==> config.mk <==
export PLATFORM = sky130hd
export DESIGN_NAME = mult_share_arbiter
export DESIGN_NICKNAME = d
export VERILOG_FILES = /design/src/rtl/mult_share_arbiter.sv
export SDC_FILE = /design/constraint.sdc
export NUM_CORES = 1
export LEC_CHECK = 0
export CORE_UTILIZATION = 43
export CTS_CLUSTER_DIAMETER = 50
export DETAILED_ROUTE_END_ITERATION = 12
export GPL_TIMING_DRIVEN = 0
export PLACE_DENSITY_LB_ADDON = 0.3
export SLEW_MARGIN = 20
export SYNTH_ARGS = -nofsm -noshare
export SYNTH_HDL_FRONTEND = slang
export SYNTH_SLANG_ARGS = --single-unit
export TNS_END_PERCENT = 5
==> constraint.sdc <==
create_clock -name clk -period 2.45 [get_ports clk]
set_clock_uncertainty 0.2 [all_clocks]
set_input_delay 0.6125 -clock clk [delete_from_list [all_inputs] [get_ports clk]]
set_output_delay 0.6125 -clock clk [all_outputs]
set_load 0.01 [all_outputs]
==> src/rtl/mult_share_arbiter.sv <==
// Round-robin arbiter that shares one sequential shift-add multiplier among
// NUM_REQ requesters, routing each product (or a watchdog error) back to its issuer.
module mult_share_arbiter #(
  parameter int NUM_REQ = 4,
  parameter int DATA_W  = 4,
  parameter int TIMEOUT = 16,
  parameter int IDW     = $clog2(NUM_REQ)
) (
  input  logic                      clk,
  input  logic                      rst,
  input  logic [NUM_REQ-1:0]        req_valid,
  input  logic [NUM_REQ*DATA_W-1:0] req_a,
  input  logic [NUM_REQ*DATA_W-1:0] req_b,
  output logic [NUM_REQ-1:0]        req_ready,
  output logic [NUM_REQ-1:0]        resp_valid,
  output logic [2*DATA_W-1:0]       resp_y,
  output logic                      resp_err,
  output logic                      mul_ena,
  output logic [2*DATA_W-1:0]       mul_a,
  output logic [2*DATA_W-1:0]       mul_b,
  input  logic [2*DATA_W-1:0]       mul_y,
  input  logic                      mul_done,
  output logic                      busy,
  output logic [IDW-1:0]            grant_id
);

  localparam int PW = 2 * DATA_W;
  localparam int TW = $clog2(TIMEOUT);

  typedef enum logic [1:0] {IDLE, ISSUE, WAIT, RESP} state_t;

  state_t            state;
  logic [IDW-1:0]    last_grant;
  logic [TW-1:0]     timer;

  logic [DATA_W-1:0] a_arr [NUM_REQ];
  logic [DATA_W-1:0] b_arr [NUM_REQ];
  logic [IDW-1:0]    winner;
  logic [IDW-1:0]    cand;
  logic              found;
  int unsigned       idx;

  always_comb begin
    for (int unsigned i = 0; i < NUM_REQ; i++) begin
      a_arr[i] = req_a[i*DATA_W +: DATA_W];
      b_arr[i] = req_b[i*DATA_W +: DATA_W];
    end
  end

  // Scan starts one past the last grant so every requester gets a turn.
  always_comb begin
    found  = 1'b0;
    winner = '0;
    cand   = '0;
    idx    = 0;
    for (int unsigned k = 1; k <= NUM_REQ; k++) begin
      idx  = (32'(last_grant) + k) % NUM_REQ;
      cand = IDW'(idx);
      if (!found && req_valid[cand]) begin
        found  = 1'b1;
        winner = cand;
      end
    end
  end

  assign busy = (state != IDLE);

  always_ff @(posedge clk) begin
    if (!rst) begin
      state      <= IDLE;
      last_grant <= IDW'(NUM_REQ - 1);
      timer      <= '0;
      req_ready  <= '0;
      resp_valid <= '0;
      resp_y     <= '0;
      resp_err   <= 1'b0;
      mul_ena    <= 1'b0;
      mul_a      <= '0;
      mul_b      <= '0;
      grant_id   <= '0;
    end else begin
      req_ready  <= '0;
      resp_valid <= '0;
      case (state)
        IDLE: begin
          if (found) begin
            mul_a     <= PW'(a_arr[winner]);
            mul_b     <= PW'(b_arr[winner]);
            grant_id  <= winner;
            req_ready <= NUM_REQ'(1) << winner;
            mul_ena   <= 1'b1;
            state     <= ISSUE;
          end
        end
        ISSUE: begin
          timer <= '0;
          state <= WAIT;
        end
        WAIT: begin
          timer <= timer + TW'(1);
          // done takes priority over a coincident timeout
          if (mul_done) begin
            resp_y     <= mul_y;
            resp_err   <= 1'b0;
            resp_valid <= NUM_REQ'(1) << grant_id;
            mul_ena    <= 1'b0;
            last_grant <= grant_id;
            state      <= RESP;
          end else if (timer == TW'(TIMEOUT - 1)) begin
            resp_y     <= '0;
            resp_err   <= 1'b1;
            resp_valid <= NUM_REQ'(1) << grant_id;
            mul_ena    <= 1'b0;
            last_grant <= grant_id;
            state      <= RESP;
          end
        end
        RESP: begin
          // wait for the multiplier to see start low before allowing a new grant
          if (!mul_done) state <= IDLE;
        end
        default: state <= IDLE;
      endcase
    end
  end

endmodule

**Word-level counts from Yosys, hierarchy flattened**

Index checks and enable logic that the tools add are counted.

- Register bits after elaboration: 36
- Word-level logic and storage cells: 88
- Input bits: 47
- Output and inout bits: 37

- Bitwise logic cells: 1
- Reductions and logical operators: 17
- Shift-type cells: 2
- Multiplexer cells: 40
- $lt $le $gt $ge: 5
- Eq/ne operators: 7
- Add/sub/neg operators: 5

Operators with widths:

| cell | number |
|---|---|
| 2-to-1 mux 4 bit | 6 |
| 2-to-1 mux 2 bit | 10 |
| binary-select mux 4 bit (select 2 bit) | 2 |
| 2-to-1 mux 8 bit | 2 |
| 2-to-1 mux 1 bit | 13 |
| < comparator 2 x 3 -> 1 bit (second input constant) | 4 |
| AND reduction 3 bit | 3 |
| binary-select mux 1 bit (select 2 bit) | 4 |
| one-hot mux 2 bit (4 select lines) | 1 |
| one-hot mux 4 bit (2 select lines) | 1 |
| nonzero test 2 bit | 4 |
| << shifter 1 x 2 -> 4 bit (first input constant) | 2 |
| AND reduction 2 bit | 3 |
| adder 2 x 1 -> 2 bit (second input constant) | 2 |
| adder 2 bit (second input constant) | 2 |
| adder 4 x 1 -> 4 bit (second input constant) | 1 |
| == test 2 bit (second input constant) | 2 |
| == test 4 bit (second input constant) | 1 |
| != test 2 bit (second input constant) | 2 |
| greater-or-equal comparator 3 bit (second input constant) | 1 |
| logical AND 1 bit | 3 |
| zero test 1 bit | 3 |
| != test 3 bit (second input constant) | 1 |
| NOT 2 -> 3 bit | 1 |
| other kinds (3) | 3 |

**Longest topological paths before layout**

- Depth in word-level cells: 17
- Mapped depth: 7
- Gate-level depth less buffers: 7

**Least setup slack after synthesis**

OpenSTA, ideal clock, no wires.

- Kind: input to register
- Start: in req_valid[3]
- End: reg mul_a[3]
- Data arrival time: 1.553 ns
- Path slack: 0.570 ns
- Path buffers: 1
- Library setup time: 0.128 ns
- Stages on the path: 6
- Required time: 2.122 ns
- Path through: nand2b_1 > o21ai_1 > a211oi_2 > buf_6 > mux2i_1 > o221ai_2

- Longest elaborated chain between the ends: 16
- Elaborated cells on any way between the ends: 27
- Those cells by class: mux (19); bitwise (1); reduce/logical (7)

Ends and longest elaborated chain:

| element | line | source |
|---|---|---|
| start, declared | 11 | `input logic [NUM_REQ-1:0] req_valid,` |
| binary-select mux 1 bit (select 2 bit) | 59 | `if (!found && req_valid[cand]) begin` |
| 2-to-1 mux 1 bit (implied by the code) | 59 |  |
| 2-to-1 mux 1 bit | 59 |  |
| zero test 1 bit | 59 |  |
| logical AND 1 bit | 59 |  |
| 2-to-1 mux 1 bit | 59 |  |
| zero test 1 bit | 59 |  |
| logical AND 1 bit | 59 |  |
| 2-to-1 mux 1 bit | 59 |  |
| zero test 1 bit | 59 |  |
| logical AND 1 bit | 59 |  |
| 2-to-1 mux 2 bit | 59 |  |
| NOT 2 -> 3 bit (implied by the code) | 87 | `mul_a <= PW'(a_arr[winner]);` |
| binary-select mux 4 bit (select 2 bit) | 87 |  |
| 2-to-1 mux 4 bit (implied by the code) (2 in a row) | 87 |  |
| end signal, assigned | 87 |  |
| end, declared | 19 | `output logic [2*DATA_W-1:0] mul_a,` |

Several ways; a longest one is shown, not always the timed one. The select of a mux whose other input is x is not followed.
A chain may end at the register's enable or synchronous reset.

**Final worst setup path**

- Start: in req_valid[2]
- End: reg mul_a[2]

The elaborated chain is that of the path after synthesis.

==> flow_metrics.tcl <==
set metrics [dict create \
    dieArea_um2 4260 \
    yosys_warnings 0 \
    clock-sinks 36 \
    worstHoldPathType "reg -> reg" \
    die_w_um 65.3 \
    vias 1583 \
    worstPathRequired_ns 2.41 \
    ys.flop_type "dfxtp_1" \
    drt-initial-drc-count 56 \
    fin_ws_ns 0.0913 \
    whs_ns 0.265 \
    clockBufferDepth 2 \
    synth_area_um2 1720 \
    start_util_pct 46.0 \
    slew-limit-headroom_pct 64.5 \
    dr.pass1.iters 4 \
    finalNetCount 322 \
    place.gp.congestion 0.749 \
    detailed_place_hpwl_um 3200 \
    yosysTopAreaCell "dfxtp_1" \
    grt_use_total_pct 21.0 \
    ctsHoldBuffers 0 \
    ir_drop_uv 475 \
    worstSetupStartpointType "input port" \
    max_freq_ghz 0.424 \
    htreeDepth 2 \
    grt.overflow.total 0 \
    coreArea_um2 3740 \
    clock_latency_ns 0.29 \
    crit_path_max_incr_delay_ns 0.58 \
    io_pins 84 \
    outcome "finished clean" \
    cts_resized 0 \
    arrival_ns 2.32 \
    netlist_instances 182 \
    fin_setup_tns_ns 0 \
    vias_per_cell 4.96 \
    clock-root-buffer "clkbuf_8" \
    synth-seq-cells 36 \
    maxCapViolCount 0 \
    min_period_ns 2.36 \
    grt_pass1_wl_um 6800 \
    period_share_pct 96.3 \
    multi_input_area_um2 903 \
    dp_slack_ns -0.191 \
    wl_per_cell_um 13.2 \
    cts_setup_buffers 0 \
    p_per_area_nw_per_um2 790 \
    clkSlewWorstSetupHoldPaths_ns 0.07 \
    async_flop_share_pct 0 \
    cts_tree "done" \
    synthTopCellsByArea "dfxtp_1 42%, mux2i_1 9.9%, o221ai_2 7.0%" \
    synth.distinct_cells 37 \
    antenna_found_initial 0 \
    setup-violations-final 0 \
    tightest_slew_ns 0.532 \
    post_route_cells_drive_above_1_share_pct 12.9 \
    path_class "in -> reg" \
    port-buffer-count 74 \
    drt-total-wl_um 4220 \
    yosysSeqAreaShare_pct 41.9 \
    fp.dieH_um 65.3 \
    path_cells "clkdlybuf4s50_1 > nand2b_1 > a21oi_1 > a211oi_2 > buf_6 > mux2i_1 > o221ai_2" \
    antenna_cells 0 \
    slowest_stage "clkdlybuf4s50_1" \
    fillCellCount 314 \
    synth_top_area_share_pct 41.9 \
    end_kind "flip-flop" \
    crit_fanout 10 \
    rsz0062_at_grt "false" \
    seqCellArea_um2 721 \
    grt_pass1_vias 1514 \
    route.detailed.drc 0 \
    grt_max_degree 12 \
    p_leak_nw 1.09 \
    final_antenna_net_count 0 \
    finalMaxSlewViolations 0 \
    syn_area_per_cell_um2 9.46 \
    row_count 22 \
    hold_viol 0 \
    cts_buffers 5 \
    area_growth_pct 54.1 \
    synth_edf_count 0 \
]
## where the power goes
part           switching, mW  internal (mW)  total (mW)
combinational          0.435          0.452       0.888
sequential            0.0714          0.701       0.772
clock                  0.209          0.228       0.438
## worst paths after layout
| path | to | startpoint | depth (start not counted) | slack, ns |
|---|---|---|---|---|
| worst max-delay path | mul_a[2]$_SDFFE_PN0P_ | req_valid[2] | 7 | 0.09 |
| worst min-delay path | mul_a[1]$_SDFFE_PN0P_ | mul_a[1]$_SDFFE_PN0P_ | 2 | 0.27 |
| worst max register to register | state[1]$_SDFFE_PN0P_ | state[0]$_SDFFE_PN0P_ | 7 | 0.54 |
| worst min register to register | mul_a[1]$_SDFFE_PN0P_ | mul_a[1]$_SDFFE_PN0P_ | 2 | 0.27 |
## registers in the layout, summed over array words and instances (netlist names), 2 cells and up
name / count
req_ready: 4
state: 2
resp_valid: 4
resp_y: 8
mul_a: 4
grant_id: 2
mul_b: 4
timer: 4
last_grant: 2
## cell type report
cell class	count	share of cell area, %
sequential	36	27.2
buffer	15	3.87
inverter	8	1.13
multi-input combinational	130	34.0
tap	48	2.26
clock buffer	7	3.25
clock inverter	1	0.283
timing repair buffer	74	28.0
## cells in the final DEF, fill, tap and decap left out, drive strengths merged, types with 6 or more instances in the layout
cell	Yosys	layout
clkbuf	3	10
buf	12	12
inv	8	8
o221ai	8	8
nand2b	6	6
clkdlybuf4s50	0	73
a21oi	8	8
nand2	16	16
dfxtp	36	36
mux2i	17	17
a22oi	8	8
nor2	27	27
conb	1	8
## cells in the mapped netlist (5+ instances only)
cell and instances:
mux2i_1 17, a22oi_1 8, nand2_1 16, dfxtp_1 36, nand2b_1 6, inv_1 6
o221ai_2 8, a21oi_1 7, ha_1 5, nor3_1 5, nor2_1 25, buf_4 8
## cells by family (layout without fill, tap and decap cells)
kind of cell               Yosys count  after routing  share of synthesized area [%]
and+or+nand+nor                     64             64                           18.6
AOI/OAI and AO/OA                   36             36                           18.1
DFF                                 36             36                           41.9
buffers and inverters               23            105                           7.70
muxes                               17             17                           9.88
adders and majority gates            5              5                           3.63
other                                1              8                          0.218
## layer usage
layer / vias to the layer above / part of all wire (%) / track usage [%]
met4: 0 / 2.3 / 9.24
met2: 46 / 51 / 37.5
met3: 9 / 4.9 / 5.90
met1: 721 / 42 / 22.9
met5: - / 0 / 0
li1: 807 / - / -
## critical path: cells and delay by family
kind | cells | cell delay (ns)
buffers and inverters | 2 | 0.80
AO/OA/AOI/OAI | 3 | 0.49
multiplexers | 1 | 0.28
AND/OR/NAND/NOR | 1 | 0.14
## per-stage QoR
step,util (%),cell area [um2],cells,power [mW]
2_1_floorplan,-,1750,189,1.30
3_3_place_gp,68.1,2550,311,1.66
3_5_place_dp,68.1,2550,311,1.68
4_1_cts,70.6,2640,319,2.12
5_1_grt,70.9,2650,319,2.23
6_report,70.9,2650,319,2.10
No activity file was read; power rests on OpenSTA's default activity.
